[src/rtl/clip_round_sched.sv]
// Round-robin scheduler sharing one clip-and-round datapath among NUM_REQ valid/ready streams.
// Optional per-requester saturation counters: define CLIP_ROUND_SCHED_STATS_EN.
module clip_round_sched #(
    parameter int unsigned NUM_REQ   = 4,
    parameter int unsigned bits_in   = 24,
    parameter int unsigned bits_out  = 16,
    parameter int unsigned clip_bits = 0,
    parameter int unsigned ID_W      = 2
) (
    input  logic                        clk,
    input  logic                        rst_n,
    input  logic [NUM_REQ-1:0]          req_valid,
    input  logic [NUM_REQ-1:0]          req_last,
    input  logic [NUM_REQ*bits_in-1:0]  req_data,
    output logic [NUM_REQ-1:0]          req_ready,
    output logic                        out_valid,
    output logic [bits_out-1:0]         out_data,
    output logic [ID_W-1:0]             out_id,
    output logic                        out_last,
`ifdef CLIP_ROUND_SCHED_STATS_EN
    output logic [NUM_REQ*16-1:0]       sat_count,
`endif
    input  logic                        out_ready
);

    localparam int unsigned MidW  = bits_in - clip_bits;
    localparam int unsigned DropW = MidW - bits_out;
    localparam int unsigned SelW  = (NUM_REQ > 1) ? $clog2(NUM_REQ) : 1;

    typedef enum logic [0:0] {StIdle, StLock} state_e;

    state_e              state_q;
    logic [ID_W-1:0]     grant_q;
    logic [ID_W-1:0]     rr_ptr_q;
    logic [ID_W-1:0]     pick_idx;
    logic                pick_valid;
    logic [SelW-1:0]     g_sel;
    logic                out_free;
    logic                accept;
    logic [bits_in-1:0]  sel_data;
    logic [MidW-1:0]     mid;
    logic [bits_out-1:0] cr_out;

    assign g_sel    = grant_q[SelW-1:0];
    assign out_free = !out_valid || out_ready;
    assign accept   = |(req_valid & req_ready);
    assign sel_data = req_data[32'(g_sel) * bits_in +: bits_in];

    // First pending requester at or after rr_ptr, wrapping upward.
    always_comb begin
        int unsigned j;
        j          = 0;
        pick_valid = 1'b0;
        pick_idx   = '0;
        for (int unsigned i = 0; i < NUM_REQ; i++) begin
            j = (32'(rr_ptr_q) + i) % NUM_REQ;
            if (!pick_valid && req_valid[j[SelW-1:0]]) begin
                pick_valid = 1'b1;
                pick_idx   = ID_W'(j);
            end
        end
    end

    always_comb begin
        req_ready = '0;
        if (state_q == StLock && out_free) begin
            req_ready[g_sel] = 1'b1;
        end
    end

    // Saturate the clip_bits MSBs: they must all equal the sign bit.
    always_comb begin
        mid = sel_data[MidW-1:0];
        if (sel_data[bits_in-1 -: clip_bits+1] != {(clip_bits+1){sel_data[bits_in-1]}}) begin
            mid = {sel_data[bits_in-1], {(MidW-1){~sel_data[bits_in-1]}}};
        end
    end

    // Round half up, then clamp the single possible positive overflow.
    if (DropW > 0) begin : g_round
        localparam logic [MidW:0] Half = (MidW+1)'(1) << (DropW - 1);
        logic [bits_out:0] q;
        assign q      = (bits_out+1)'(({mid[MidW-1], mid} + Half) >> DropW);
        assign cr_out = (q[bits_out] != q[bits_out-1]) ? {1'b0, {(bits_out-1){1'b1}}}
                                                       : q[bits_out-1:0];
    end else begin : g_pass
        assign cr_out = mid[bits_out-1:0];
    end

    always_ff @(posedge clk or negedge rst_n) begin
        if (!rst_n) begin
            state_q   <= StIdle;
            grant_q   <= '0;
            rr_ptr_q  <= '0;
            out_valid <= 1'b0;
            out_data  <= '0;
            out_id    <= '0;
            out_last  <= 1'b0;
        end else begin
            unique case (state_q)
                StIdle: begin
                    if (pick_valid) begin
                        grant_q <= pick_idx;
                        state_q <= StLock;
                    end
                end
                StLock: begin
                    if (accept && req_last[g_sel]) begin
                        rr_ptr_q <= (grant_q == ID_W'(NUM_REQ - 1)) ? '0 : grant_q + 1'b1;
                        state_q  <= StIdle;
                    end
                end
                default: state_q <= StIdle;
            endcase

            if (accept) begin
                out_valid <= 1'b1;
                out_data  <= cr_out;
                out_id    <= grant_q;
                out_last  <= req_last[g_sel];
            end else if (out_ready) begin
                out_valid <= 1'b0;
            end
        end
    end

`ifdef CLIP_ROUND_SCHED_STATS_EN
    logic        is_sat;
    logic [15:0] sat_cnt_q [NUM_REQ];

    assign is_sat = (cr_out == {1'b0, {(bits_out-1){1'b1}}}) ||
                    (cr_out == {1'b1, {(bits_out-1){1'b0}}});

    always_ff @(posedge clk or negedge rst_n) begin
        if (!rst_n) begin
            for (int k = 0; k < NUM_REQ; k++) begin
                sat_cnt_q[k] <= '0;
            end
        end else if (accept && is_sat && sat_cnt_q[g_sel] != 16'hFFFF) begin
            sat_cnt_q[g_sel] <= sat_cnt_q[g_sel] + 16'd1;
        end
    end

    always_comb begin
        sat_count = '0;
        for (int k = 0; k < NUM_REQ; k++) begin
            sat_count[k*16 +: 16] = sat_cnt_q[k];
        end
    end
`endif

endmodule

[config.mk]
export PLATFORM = sky130hd
export DESIGN_NAME = clip_round_sched
export DESIGN_NICKNAME = d
export VERILOG_FILES = /design/src/rtl/clip_round_sched.sv
export SDC_FILE = /design/constraint.sdc
export NUM_CORES = 1
export LEC_CHECK = 0
export BUFFER_PORTS_ARGS = -buffer_cell sky130_fd_sc_hd__buf_2
export CORE_AREA = 3 3 83 65
export CTS_BUF_LIST = sky130_fd_sc_hd__clkbuf_8 sky130_fd_sc_hd__clkbuf_16
export DETAILED_ROUTE_END_ITERATION = 8
export DIE_AREA = 0 0 86 68
export HOLD_SLACK_MARGIN = 0.05
export PLACE_DENSITY = 0.79
export RECOVER_POWER = 100
export SETUP_SLACK_MARGIN = 0.4
export SLEW_MARGIN = 20
export SYNTH_ARGS = -nofsm -noshare
export SYNTH_HDL_FRONTEND = slang
export SYNTH_SLANG_ARGS = --single-unit
export TNS_END_PERCENT = 1
[constraint.sdc]
create_clock -name clk -period 4.1 [get_ports clk]
set_input_delay 0 -clock clk [delete_from_list [all_inputs] [get_ports clk]]
set_output_delay 0 -clock clk [all_outputs]
set_load 0.02 [all_outputs]
# After elaboration in Yosys (flattened, before gate mapping)
# Index checks and enable logic that the tools add are counted.
dict set report word_totals {
  regBits 25
  out_inout_bits 24
}
dict set report classes {
  shifts 1
  n_mul 1
  n_lt_le_gt_ge 6
  n_reduce_logical 15
  n_mux 28
  bitwise_logic 2
  n_addsub 5
  eq_ne 2
}
# operator n
set ops {}
lappend ops {{indexed part select 96 x 8 -> 24 bit} 1}
lappend ops {{adder 24 x 9 -> 25 bit, second input constant} 1}
lappend ops {{two-way mux 16 bit} 1}
lappend ops {{< comparator 2 x 3 -> 1 bit, second input constant} 5}
lappend ops {{two-way mux 1 bit} 14}
lappend ops {{binary-select mux 1 bit (select 2 bit)} 5}
lappend ops {{two-way mux 2 bit} 5}
lappend ops {{logical AND 1 bit} 6}
lappend ops {{adder 2 x 1 -> 2 bit, second input constant} 2}
lappend ops {{adder 2 bit, second input constant} 2}
lappend ops {{AND 4 bit} 1}
lappend ops {{logical NOT 1 bit} 4}
lappend ops {{multiplier 2 x 2 -> 4 bit, second input constant} 1}
lappend ops {{two-way mux 4 bit} 1}
lappend ops {{AND reduction 2 bit} 2}
lappend ops {{OR reduction 4 bit} 1}
lappend ops {{demux 1 bit (select 2 bit)} 1}
lappend ops {{equality test 2 bit, second input constant} 1}
lappend ops {{>= comparator 2 x 1 -> 1 bit, second input constant} 1}
lappend ops {{case mux 1 bit (2 select lines)} 1}
lappend ops {{nonzero test 2 bit} 1}
lappend ops {{logical OR 1 bit} 1}
lappend ops {{!= test 1 bit} 1}
lappend ops {{NOT 1 bit} 1}

# Logic depth before layout (Yosys ltp)
dict set report depth {
  depth_word 14
  mapped_depth 11
}

# Worst setup path after synthesis
# Ideal clock, no wire load.
dict set report synth_path {
  path_type {register -> register}
  from {register grant_q[0], in the netlist g_sel[0]}
  to {register out_data[10]}
  t_arrival_ps 2730
  stages_incl_launch_ff 12
  setup_slack_ps 1233
  n_path_buf 2
  required_time_ps 3963
  synth_period_minus_slack_ps 2867
  path_cell_list {dfrtp_1 > buf_6 > mux4_2 > ha_1 > and4_4 > and3_1 > nand3_1 > xnor2_1 > ha_1 > nor2_1 > clkbuf_1 > a21oi_1}
}
dict set report synth_between {
  elab_chain_cells 7
  word_cells_on_any_way 13
  cone_classes {add/sub: 1; mul: 1; order compare: 2; eq/ne: 1; shift: 1; mux: 4; bitwise: 1; reduce/logical: 2}
}
# item line
set synth_lines {}
lappend synth_lines {{from (decl)} 33} ;# logic [ID_W-1:0] grant_q;
lappend synth_lines {{from (signal assigned)} 103} ;# grant_q <= pick_idx;
lappend synth_lines {{branches (longest 7 deep; another with adder 24 x 9 -> 25 bit)} -}
lappend synth_lines {{to (signal assigned)} 118} ;# out_data <= cr_out;
lappend synth_lines {{to (decl)} 17} ;# output logic [bits_out-1:0] out_data,
# Parallel ways; which one is timed is not known.
# A chain may end at the register's enable or synchronous reset.

# Final worst setup path
dict set report layout_path {
  from {register grant_q[0], in the netlist g_sel[0]}
  to {register out_data[3]}
}
# The elaborated chain is that of the path after synthesis.

==> metrics.csv <==
stage,metric,value,unit
run_status,outcome,"finished, final reports clean",
clock_network,cts.sink_count,25,
critical_path,critPathLaunchType,register,
hold_path,hold_class,in -> reg,
critical_path,crit_required,4.27,ns
yosys,synth.yosys.seq_area_share,32.4,%
yosys,ys_types,37,
critical_path,reg2reg_to,out_data[3]$_DFFE_PN0P_,
critical_path,worst-setup-path-type,reg -> reg,
yosys,netlist_instances,174,
yosys,synth_top_area_share,32.4,%
place,hpwlAfterDp,4.52,mm
drt,avgViaCountPerCell,5.50,
drt,detail-route-antenna-nets,0,
clock_network,clk_pin_slew,0.09,ns
sta,finalCritPeriodShare,80.3,%
place,dp_slack,0.827,ns
yosys,synth-warning-count,0,
pwr,p_leak,0.00108,uW
global_route,grt-ovfl-total,0,
drt,drt-total-wl,5.42,mm
hold_path,hold_end,g_sel[1]$_DFFE_PN0P_,
floorplanning,die_h,68,um
global_route,grt_pass1_vias,1731,
yosys,synth_edf_count,0,
finish,multi_input_area,1240,um^2
yosys,syn_nets,287,
global_route,gr-usage-all-layers,18.9,%
yosys,async_flop_share,100,%
sta,max_slew_margin,7.83,%
sta,finalCriticalPeriod,3.29,ns
sta,whs,0.0971,ns
yosys,synth_area,1930,um^2
hold_path,holdPathStages,3,
finish,stdcell_area,2520,um^2
critical_path,end_kind,register,
place,portBuffers,102,
clock_network,cts_tree,built,
global_route,antenna_found_initial,0,
clock_network,cts_buffer_depth,2,
finish,final_layout_size_suffix_gt1_share,39.4,%
clock_network,ctsHtreeMaxLevel,1,
yosys,ys_ff_latch,25,
critical_path,worst-r2r-cell-count,10,
pwr,ir_worst_vdd,0.336,mV
floorplanning,start_util,42.4,%
global_route,grt_first_pass_wirelength,8.49,mm
sta,hold_viol,0,
sta,clock_skew,0.00325,ns
floorplanning,num_io_pins,131,
sta,fmax,0.304,GHz
sta,slew_violations,0,
critical_path,cp_max_fo,13,
global_route,met2_usage,30.6,%
global_route,busiest_layer,met2,
finish,fill_cells,433,
clock_network,clockRootBuffer,clkbuf_8,
sta,worst_slew_pin_slew,1.38,ns
finish,antennaDiodeCount,0,
yosys,synth_area_leaders,"dfrtp_1 32%, mux4_2 13%, mux4_1 9.5%",
pwr,power_density,670,nW/um^2
drt,wl_per_cell,16.2,um
finish,seq_area,626,um^2
floorplanning,die-area,5850,um^2
sta,setup_viol,0,
drt,drtIter0Drc,107,
clock_network,insertion_delay,0.27,ns
floorplanning,coreArea,4550,um^2
finish,area_delta_synth_final,30.7,%
clock_network,cts_buffers,3,
place,place_area,2490,um^2
yosys,synthFlopType,dfrtp_1,
drt,drt_pass1_iterations,4,
sta,worst_slack,0.806,ns
drt,drc_errors,0,
critical_path,critPathArrivalTime,3.46,ns
yosys,yosysTopAreaCell,dfrtp_1,
drt,via_count,1838,
hold_path,holdCritStartpoint,req_valid[3],
sta,timing.setup.tns,0,ns
clock_network,cts_setup_buffers,0,
critical_path,rrSetupSlack,0.81,ns
floorplanning,std_cell_rows,21,
floorplanning,dieWidth,86,um
job,cap_violations,0,
global_route,met1_usage,26.7,%
critical_path,rr_startpoint,g_sel[0]$_DFFE_PN0P_,
global_route,grtUsageMet3,4.33,%
place,place.gp.congestion,0.790,
sta,rsz0062_at_grt,no,
yosys,syn_avg_cell_area,11.1,um^2
global_route,grt_max_degree,26,
finish,fin_nets,391,
worst max-delay path, cell delays in order (launching register included):
cell and delay, ns:
dfrtp_1 0.80, mux4_2 0.67, ha_1 0.27, and4_4 0.18
and3_1 0.21, nand3_1 0.11, xnor2_1 0.15, ha_1 0.29
inv_1 0.12, o21ai_0 0.12, mux2_2 0.27
cells in the final DEF, fill, tap and decap left out, types with 2 or more instances in the layout:
| master | synthesis | routed |
|---|---|---|
| mux4_1 | 7 | 7 |
| inv_1 | 6 | 6 |
| buf_2 | 2 | 77 |
| o21ai_0 | 5 | 5 |
| nor2_1 | 20 | 20 |
| clkbuf_1 | 2 | 25 |
| and2_1 | 5 | 3 |
| xor2_1 | 5 | 5 |
| mux4_2 | 11 | 11 |
| buf_4 | 1 | 3 |
| nor4_2 | 3 | 3 |
| ha_1 | 6 | 6 |
| nand4_1 | 6 | 6 |
| dfrtp_1 | 25 | 25 |
| a22oi_1 | 2 | 2 |
| and2_0 | 0 | 2 |
| a21oi_1 | 16 | 16 |
| and4_1 | 2 | 2 |
| a31oi_1 | 3 | 3 |
| nand2b_1 | 2 | 2 |
| mux2_2 | 6 | 6 |
| nand2_1 | 9 | 9 |
| xnor2_1 | 9 | 9 |
| clkbuf_8 | 0 | 3 |
| and3_1 | 6 | 6 |
| nand3_1 | 2 | 2 |
stage by stage:
| step | std cells | utilization [%] | power [uW] |
|---|---|---|---|
| after floorplan | 174 | - | 1260 |
| after global placement | 329 | 54.8 | 1530 |
| after detailed placement | 329 | 54.8 | 1570 |
| after CTS | 334 | 56.1 | 1720 |
| after global routing | 334 | 55.4 | 1840 |
| final | 334 | 55.4 | 1690 |
sequential cells by signal, indices dropped and copies added (netlist names):
| register | flops |
|---|---|
| out_data | 16 |
| out_id | 2 |
| out_last | 1 |
| state_q | 1 |
| out_valid | 1 |
| rr_ptr_q | 2 |
| g_sel | 2 |
worst max-delay path by stage:
stage / cells past startpoint / slack [ns] / from / to
3_5_place_dp: 10 / 0.83 / g_sel[0]$_DFFE_PN0P_ / out_data[3]$_DFFE_PN0P_
3_3_place_gp: 10 / 0.88 / g_sel[0]$_DFFE_PN0P_ / out_data[3]$_DFFE_PN0P_
5_1_grt: 10 / 0.55 / g_sel[0]$_DFFE_PN0P_ / out_data[3]$_DFFE_PN0P_
2_1_floorplan: 11 / 1.23 / g_sel[0]$_DFFE_PN0P_ / out_data[10]$_DFFE_PN0P_
4_1_cts: 10 / 0.80 / g_sel[0]$_DFFE_PN0P_ / out_data[3]$_DFFE_PN0P_
6_report: 10 / 0.81 / g_sel[0]$_DFFE_PN0P_ / out_data[3]$_DFFE_PN0P_
Yosys cell counts, drive strengths merged (3+ instances only):
| cell type | n |
|---|---|
| o21ai | 5 |
| nand4 | 7 |
| nand3 | 3 |
| inv | 6 |
| mux2 | 6 |
| mux4 | 18 |
| ha | 6 |
| dfrtp | 25 |
| a21oi | 16 |
| xor2 | 5 |
| nand2 | 10 |
| and2 | 5 |
| and3 | 6 |
| nor4 | 4 |
| nor2 | 20 |
| xnor2 | 9 |
| and4 | 3 |
| a31oi | 3 |
| buf | 5 |
metal layers:
layer / wire length, um / part of all wire [%]
met4: 29 / 0.53
met5: 0 / 0
met1: 2300 / 42
met2: 2600 / 48
met3: 493 / 9.1
layout make-up:
type | instances | area share [%]
Sequential cell | 25 | 24.8
Inverter | 6 | 0.894
Timing Repair Buffer | 106 | 20.3
Tap cell | 57 | 2.83
Clock inverter | 1 | 0.298
Clock buffer | 3 | 1.64
Multi-Input combinational cell | 136 | 49.2
cells by family after synthesis:
group | synth area share, %
adders and majority gates | 3.89
muxes | 25.9
AOI/OAI and AO/OA | 8.50
and+or+nand+nor | 19.7
buffers and inverters | 3.24
DFF | 32.4
xor gates and xnor gates | 6.36
timing repair:
item	CTS	global route
gates resized for setup	0	0
endpoints found under the hold margin	25	0
hold buffers	1	0
power by group:
group / internal [uW] / switching [uW]
Sequential: 349 / 95.5
Clock: 69.0 / 82.7
Combinational: 453 / 640
Total: 870 / 819
(Power assumes the default switching activity.)
